===== src/rtl/apb_timer.sv =====
`default_nettype none
// ============================================================================
// Module      : apb_timer
// Description : APB4 zero-wait-state timer peripheral. A prescaler divides
//               PCLK into ticks that advance a 32-bit up-counter. When the
//               counter equals the compare register on a tick, the pending
//               flag is set. The registered level interrupt follows PEND & IE.
//
// Ports       : PRESETn  - asynchronous active-low reset
//               PCLK     - bus and timer clock
//               PSEL, PENABLE, PWRITE, PPROT, PSTRB, PADDR, PWDATA
//                        - APB4 request (only PADDR[4:2] decoded)
//               PRDATA   - combinational read data (0 when PSEL low)
//               PREADY   - tied high (zero wait states)
//               PSLVERR  - unmapped access (or rejected write, see below)
//               IRQ      - level interrupt, active-high
//
// Registers   : 0x00 CTRL     {AUTO, IE, EN}
//               0x04 PRESCALE prescaler reload value
//               0x08 COUNT    counter value
//               0x0C COMPARE  match value
//               0x10 STATUS   bit0 PEND, write-1-to-clear
//               0x14-0x1C     unmapped
//
// Options     : APB_TIMER_PROT_EN - when defined, writes with PPROT[0]=0
//               are rejected with PSLVERR and change no state.
//
// Revision    : 1.0 - initial release
// ============================================================================

module apb_timer #(
  parameter int PADDR_SIZE    = 10,
  parameter int PDATA_SIZE    = 32,
  parameter int PRESCALE_SIZE = 16
) (
  input  logic                    PRESETn,
  input  logic                    PCLK,
  input  logic                    PSEL,
  input  logic                    PENABLE,
  input  logic [2:0]              PPROT,
  input  logic                    PWRITE,
  input  logic [PDATA_SIZE/8-1:0] PSTRB,
  input  logic [PADDR_SIZE-1:0]   PADDR,
  input  logic [PDATA_SIZE-1:0]   PWDATA,
  output logic [PDATA_SIZE-1:0]   PRDATA,
  output logic                    PREADY,
  output logic                    PSLVERR,
  output logic                    IRQ
);

  // Word index of each register (PADDR[4:2])
  localparam logic [2:0] c_IDX_CTRL     = 3'd0;
  localparam logic [2:0] c_IDX_PRESCALE = 3'd1;
  localparam logic [2:0] c_IDX_COUNT    = 3'd2;
  localparam logic [2:0] c_IDX_COMPARE  = 3'd3;
  localparam logic [2:0] c_IDX_STATUS   = 3'd4;

  // --------------------------------------------------------------------------
  // State
  // --------------------------------------------------------------------------
  logic                     r_en;
  logic                     r_ie;
  logic                     r_auto;
  logic [PRESCALE_SIZE-1:0] r_prescale;
  logic [PRESCALE_SIZE-1:0] r_pcnt;
  logic [PDATA_SIZE-1:0]    r_count;
  logic [PDATA_SIZE-1:0]    r_compare;
  logic                     r_pend;
  logic                     r_irq;

  // --------------------------------------------------------------------------
  // Byte-lane merge of write data into an existing register value
  // --------------------------------------------------------------------------
  function automatic logic [PDATA_SIZE-1:0] f_merge(
    input logic [PDATA_SIZE-1:0]   old_val,
    input logic [PDATA_SIZE-1:0]   wdata,
    input logic [PDATA_SIZE/8-1:0] strb
  );
    logic [PDATA_SIZE-1:0] res;
    res = old_val;
    for (int b = 0; b < PDATA_SIZE/8; b++) begin
      if (strb[b]) res[b*8 +: 8] = wdata[b*8 +: 8];
    end
    return res;
  endfunction

  // --------------------------------------------------------------------------
  // Address decode and access qualification
  // --------------------------------------------------------------------------
  logic       w_access;
  logic [2:0] w_idx;
  logic       w_mapped;
  logic       w_prot_fault;
  logic       w_err;
  logic       w_wr;
  logic       w_wr_ctrl;
  logic       w_wr_prescale;
  logic       w_wr_count;
  logic       w_wr_compare;
  logic       w_wr_status;

  assign w_access = PSEL & PENABLE;
  assign w_idx    = PADDR[4:2];
  assign w_mapped = (w_idx <= c_IDX_STATUS);

`ifdef APB_TIMER_PROT_EN
  // Non-privileged writes are refused; reads stay open to all masters.
  assign w_prot_fault = PWRITE & ~PPROT[0];
`else
  assign w_prot_fault = 1'b0;
`endif

  assign w_err = ~w_mapped | w_prot_fault;
  assign w_wr  = w_access & PWRITE & ~w_err;

  assign w_wr_ctrl     = w_wr & (w_idx == c_IDX_CTRL);
  assign w_wr_prescale = w_wr & (w_idx == c_IDX_PRESCALE);
  assign w_wr_count    = w_wr & (w_idx == c_IDX_COUNT);
  assign w_wr_compare  = w_wr & (w_idx == c_IDX_COMPARE);
  assign w_wr_status   = w_wr & (w_idx == c_IDX_STATUS);

  // Bits that are intentionally not decoded
  logic w_unused_bits;
  assign w_unused_bits = ^{PADDR[PADDR_SIZE-1:5], PADDR[1:0], PPROT};

  // --------------------------------------------------------------------------
  // Bus outputs
  // --------------------------------------------------------------------------
  assign PREADY  = 1'b1;
  assign PSLVERR = w_access & w_err;

  always_comb begin
    PRDATA = '0;
    if (PSEL) begin
      case (w_idx)
        c_IDX_CTRL:     PRDATA = {{(PDATA_SIZE-3){1'b0}}, r_auto, r_ie, r_en};
        c_IDX_PRESCALE: PRDATA = PDATA_SIZE'(r_prescale);
        c_IDX_COUNT:    PRDATA = r_count;
        c_IDX_COMPARE:  PRDATA = r_compare;
        c_IDX_STATUS:   PRDATA = {{(PDATA_SIZE-1){1'b0}}, r_pend};
        default:        PRDATA = '0;
      endcase
    end
  end

  // --------------------------------------------------------------------------
  // Timer datapath
  // --------------------------------------------------------------------------
  logic                     w_tick;
  logic                     w_match;
  logic                     w_pend_clr;
  logic [PDATA_SIZE-1:0]    w_count_wr;
  logic [PDATA_SIZE-1:0]    w_compare_wr;
  logic [PRESCALE_SIZE-1:0] w_prescale_wr;

  // The tick and the match both use the values held before this edge, so
  // a COMPARE write in a tick cycle only affects later ticks.
  assign w_tick  = r_en & (r_pcnt == r_prescale);
  assign w_match = (r_count == r_compare);

  assign w_pend_clr    = w_wr_status & PSTRB[0] & PWDATA[0];
  assign w_count_wr    = f_merge(r_count, PWDATA, PSTRB);
  assign w_compare_wr  = f_merge(r_compare, PWDATA, PSTRB);
  assign w_prescale_wr = PRESCALE_SIZE'(f_merge(PDATA_SIZE'(r_prescale), PWDATA, PSTRB));

  always_ff @(posedge PCLK or negedge PRESETn) begin
    if (!PRESETn) begin
      r_en       <= 1'b0;
      r_ie       <= 1'b0;
      r_auto     <= 1'b0;
      r_prescale <= '0;
      r_pcnt     <= '0;
      r_count    <= '0;
      r_compare  <= '0;
      r_pend     <= 1'b0;
      r_irq      <= 1'b0;
    end else begin
      // Control bits all live in byte lane 0
      if (w_wr_ctrl && PSTRB[0]) begin
        r_en   <= PWDATA[0];
        r_ie   <= PWDATA[1];
        r_auto <= PWDATA[2];
      end

      if (w_wr_prescale) r_prescale <= w_prescale_wr;
      if (w_wr_compare)  r_compare  <= w_compare_wr;

      // Prescaler restarts whenever the divider setting is touched
      if (!r_en || w_wr_prescale || w_tick) begin
        r_pcnt <= '0;
      end else begin
        r_pcnt <= r_pcnt + 1'b1;
      end

      // A bus write to COUNT overrides the tick that would have advanced it
      if (w_wr_count) begin
        r_count <= w_count_wr;
      end else if (w_tick) begin
        if (w_match && r_auto) r_count <= '0;
        else                   r_count <= r_count + 1'b1;
      end

      // A new match beats a simultaneous write-1-to-clear
      r_pend <= (w_tick & w_match) | (r_pend & ~w_pend_clr);

      r_irq <= r_pend & r_ie;
    end
  end

  assign IRQ = r_irq;

endmodule

`default_nettype wire


===== config.mk =====
export PLATFORM = sky130hd
export DESIGN_NAME = apb_timer
export DESIGN_NICKNAME = d
export VERILOG_FILES = /design/src/rtl/apb_timer.sv
export SDC_FILE = /design/constraint.sdc
export NUM_CORES = 1
export LEC_CHECK = 0
export ABC_AREA = 1
export ABC_CLOCK_PERIOD_IN_PS = 2300
export CORE_MARGIN = 4
export CORE_UTILIZATION = 40
export CTS_BUF_LIST = sky130_fd_sc_hd__clkbuf_16
export CTS_CLUSTER_SIZE = 12
export DETAILED_ROUTE_END_ITERATION = 7
export GPL_TIMING_DRIVEN = 0
export PLACE_DENSITY = 0.6
export SKIP_LAST_GASP = 1
export SLEW_MARGIN = 20
export SYNTH_ARGS = -nofsm -noshare
export SYNTH_HDL_FRONTEND = slang
export SYNTH_SLANG_ARGS = --single-unit

===== constraint.sdc =====
create_clock -name PCLK -period 2.3 [get_ports PCLK]
set_input_delay 0.575 -clock PCLK [delete_from_list [all_inputs] [get_ports PCLK]]
set_output_delay 0.575 -clock PCLK [all_outputs]
set_load 0.05 [all_outputs]

== Word-level counts from Yosys, hierarchy flattened ==
Cells that the tools add are included.
Storage, ports and cells
  flip-flop bits (word level): 101
  output and inout bits: 35
  logic and storage cells: 74
  input bits: 54
Operators by class
  bitwise logic cells: 18
  order comparisons: 1
  add/subtract/negate cells: 2
  reductions and logical operators: 17
  muxes and demuxes: 10
  eq/ne operators: 10
Operators with widths (count)
  $pmux W32 S5: 1
  $mux W32: 4
  $add A32 B1 Y32 const B: 1
  $eq A32 B32 Y1: 1
  $mux W8: 4
  $reduce_and A2 Y1: 10
  $add A16 B1 Y16 const B: 1
  $eq A16 B16 Y1: 1
  $mux W16: 1
  $and A1 B1 Y1: 15
  $ne A2 B2 Y1 const B: 4
  $eq A3 B2 Y1 const B: 2
  $eq A3 B1 Y1 const B: 1
  $eq A3 B3 Y1 const B: 1
  $le A3 B3 Y1 const B: 1
  $logic_not A3 Y1: 1
  $logic_and A1 B1 Y1: 2
  $logic_or A1 B1 Y1: 2
  $not A1 Y1: 2
  $reduce_bool A2 Y1: 1
  $logic_not A1 Y1: 1
  $or A1 B1 Y1: 1

== Logic depth before layout (Yosys ltp) ==
  depth after elaboration: 9
  gate-level depth with buffers: 13
  depth with buffers taken out: 12

== Worst setup path before layout ==
OpenSTA, ideal clock, no wires.
  path type: in2out
  from: in PADDR[2]
  to: out PRDATA[0]
  data required time: 1.725 ns
  buffers on the path: 1
  data arrival time: 2.074 ns
  cell stages on the path: 5
  path slack: -0.349 ns
  path through: inv_1 > nor3_4 > clkbuf_1 > a22oi_1 > a21oi_1
On the way
  word-level cells in the longest chain between the ends: 3
  elaborated cells between the ends (all ways): 7
  classes of those cells: eq/ne: 4; mux: 2; reduce/logical: 1
Ends and longest elaborated chain
  start: declaration: RTL line 43  | input logic [PADDR_SIZE-1:0] PADDR,
  $eq A3 B3 Y1 (tied with other cells): RTL line 135  | case (w_idx)
  $pmux W32 S5 *: RTL line 135
  $mux W32 *: RTL line 134  | if (PSEL) begin
  end: declaration: RTL line 45  | output logic [PDATA_SIZE-1:0] PRDATA,
Mark *: on every way between the ends. The rest lies on a longest branch, timed or not.

== Worst setup path after layout ==
  from: in PADDR[4]
  to: out PRDATA[4]
Same word-level chain as after synthesis.

==> results.json <==
{
  "setup_viol": 0,
  "clockBufferDepth": 2,
  "cts-buffers-inserted": 9,
  "cp.arrival_ps": 1700,
  "final_nets": 1154,
  "fin_tns_setup_ps": 0,
  "track_usage": 0.237,
  "drt_drc_violations_left": 0,
  "max_freq_ghz": 0.439,
  "clk_pin_slew_ps": 80,
  "grt_max_degree": 65,
  "grt_overflow": 0,
  "dpl.hpwl_microns": 17400,
  "period_minus_slack_ps": 2280,
  "cts_root_buffer": "clkbuf_16",
  "crit_type": "primary input to output pin",
  "pin_count": 89,
  "critPathLaunchType": "primary input",
  "die_area_sq_um": 19400,
  "drt_iter0_markers": 596,
  "ir_drop_v": 0.000488,
  "cts_sinks": 101,
  "yosysUniqueCellTypes": 45,
  "die_h_microns": 139,
  "io_buffers": 76,
  "die_w_microns": 139,
  "ys_seq_area_frac": 0.367,
  "cellPowerDensity_nw_per_um2": 780,
  "critPathMostFrequentCell": "buf_6",
  "crit_path_max_incr_delay_ps": 150,
  "end_kind": "output pin",
  "ant_nets": 0,
  "p_leak_nw": 4.17,
  "final_util": 0.530,
  "relSlewSlack": 0.611,
  "dr_total_vias": 6856,
  "wl_per_cell_microns": 17.4,
  "grt_pass1_vias": 6511,
  "core_sq_um": 16800,
  "rrSetupSlack_ps": 230,
  "ys_async_sr_fraction": 1.00,
  "path_max_fanout": 6,
  "crit_buf_inv": 6,
  "syn_avg_cell_area_sq_um": 6.96,
  "worstMarginPinSlew_ps": 579,
  "htreeDepth": 3,
  "tritoncts": "built",
  "final_area_sq_um": 8880,
  "setup_ws_ps": 24.1,
  "rsz0062_at_grt": "true",
  "whs_ps": 111,
  "synth_edf_count": 0,
  "num_rows": 47,
  "maxCapViolations": 0,
  "crit_chain": "buf_12 > buf_4 > nor3_4 > buf_6 > buf_6 > a22oi_1 > o21ai_1 > nand2_1 > inv_2 > buf_8",
  "finalPower_mw": 6.92,
  "grt_pass1_wl_microns": 36200,
  "routabilityCongestion": 0.984,
  "clk-insertion-delay-late_ps": 360,
  "layout-drive-gt1-share": 0.181,
  "r2r-end": "r_count[18]$_DFFE_PN0P_",
  "syn_area_sq_um": 6890,
  "critical_path.top_delay_family": "buffers and inverters",
  "worstPathRequired_ps": 1730,
  "firstDrtPassIters": 5,
  "placed_area_sq_um": 8070,
  "start_util": 0.411,
  "syn_inst": 990,
  "yosysWarnings": 0,
  "synth_fp_nets": 1046,
  "worst-path-stages": 10,
  "critPathSlowestCell": "buf_6",
  "synth-main-ff-cell": "dfrtp_1",
  "r2r_cells": 11,
  "viasPerCell": 5.18,
  "hp-class": "primary input to asynchronous set/reset pin",
  "areaGrowthSynthToFinish_pct": 28.8,
  "worstReg2RegStart": "r_count[1]$_DFFE_PN0P_",
  "place_inst": 1287,
  "finalHoldViolCount": 0,
  "period_share": 0.990,
  "stdcell_count": 1323,
  "antenna_found_initial": 0,
  "drt_wl_total_microns": 23000,
  "ys_seq_elements": 101,
  "place_ws_ps": -1650,
  "n_antenna_cell": 0,
  "skew_ps": 8.46,
  "slew_viol_final": 0,
  "critPathLaunch": "PADDR[4]",
  "cp-endpoint": "PRDATA[4]",
  "run_status": "complete, no violations"
}
## power breakdown
| group | internal (mW) | total [mW] | switching (mW) |
|---|---|---|---|
| logic | 1.04 | 2.60 | 1.56 |
| clock network | 0.961 | 1.72 | 0.763 |
| registers | 2.16 | 2.61 | 0.443 |
| total | 4.16 | 6.92 | 2.76 |
## how the worst min path moves through the flow
stage | start | endpoint | cells past startpoint
floorplan | PRESETn | IRQ$_DFF_PN0_ | 0
global placement | r_pend$_DFF_PN0_ | IRQ$_DFF_PN0_ | 2
detailed placement | r_pend$_DFF_PN0_ | IRQ$_DFF_PN0_ | 2
CTS | PRESETn | r_pcnt[14]$_DFF_PN0_ | 1
global route | PRESETn | r_pcnt[14]$_DFF_PN0_ | 1
finish | PRESETn | r_pcnt[14]$_DFF_PN0_ | 1
## metal layers
| layer | GRT usage | wire length (microns) |
|---|---|---|
| met1 | 0.359 | 11300 |
| met2 | 0.348 | 10000 |
| met3 | 0.0439 | 1390 |
| met4 | 0.0587 | 332 |
| met5 | 0 | 0 |
## flip-flops by register name (all words and copies together), names as in the netlist
register / cells
r_pcnt: 16
r_prescale: 16
r_count: 32
r_compare: 32
r_ie: 1
r_auto: 1
r_pend: 1
r_en: 1
IRQ: 1
## synth_stat cells (2+ instances only)
cell type	count	area, sq um
a21oi_1	50	250
a221oi_1	2	17.5
a22oi_1	19	143
buf_2	13	65.1
buf_4	7	52.6
buf_6	3	33.8
clkbuf_1	7	26.3
clkbuf_2	7	35.0
dfrtp_1	101	2530
ha_1	2	25.0
inv_1	113	424
inv_2	7	26.3
mux2_1	4	45.0
mux2_2	4	45.0
nand2_1	264	991
nand2_2	4	25.0
nand2_4	2	22.5
nand3_1	40	200
nand3_2	5	50.1
nand3b_1	15	113
nand4_1	5	31.3
nor2_1	139	522
nor2_2	8	50.1
nor2_4	5	56.3
nor3_1	17	85.1
nor3_4	2	32.5
nor3b_1	3	22.5
o211ai_1	3	22.5
o21ai_0	62	310
o21ai_1	5	25.0
o221ai_1	8	70.1
o22ai_1	3	18.8
xnor2_1	23	201
xor2_1	27	236
## what timing repair did
item,in CTS,in global routing
setup endpoints to repair,85,59
pin swaps,10,10
gates cloned,1,1
setup buffers,14,5
hold buffers,0,0
resized for setup,286,32
## cell type report
cell class | instances | area, sq um
plain buffers | 38 | 292
clock buffers | 9 | 225
clock inverters | 7 | 98.8
fillers | 1698 | 7880
inverters | 122 | 482
multi-input cells | 729 | 3920
flip-flops and latches | 101 | 2530
well taps | 220 | 275
repair buffers | 97 | 1050
## layout by cell type (no fill, tap or decap), types with 11 or more instances in the layout
master | netlist | layout
nand2_1 | 264 | 263
nor2_1 | 139 | 120
inv_1 | 113 | 106
dfrtp_1 | 101 | 101
o21ai_0 | 62 | 59
a21oi_1 | 50 | 49
nand3_1 | 40 | 40
clkdlybuf4s50_1 | 0 | 39
buf_6 | 3 | 29
xor2_1 | 27 | 27
buf_4 | 7 | 27
xnor2_1 | 23 | 23
nor2_4 | 5 | 17
nor3_1 | 17 | 16
nor2_2 | 8 | 15
a22oi_2 | 0 | 15
nand3b_1 | 15 | 15
buf_2 | 13 | 12
inv_2 | 7 | 11
clkbuf_16 | 0 | 11
## kinds of logic (layout without fill, tap and decap cells)
logic type,Yosys count,after routing,synth area share
compound gates,156,156,0.129
xor+xnor,50,50,0.0636
flops,101,101,0.367
fa+ha+maj,2,2,0.00363
other cells,1,1,0.000544
buf+inv,160,273,0.0982
simple gates,512,512,0.326
mux,8,8,0.0131
Note: power is estimated with default switching activity, not from simulation.
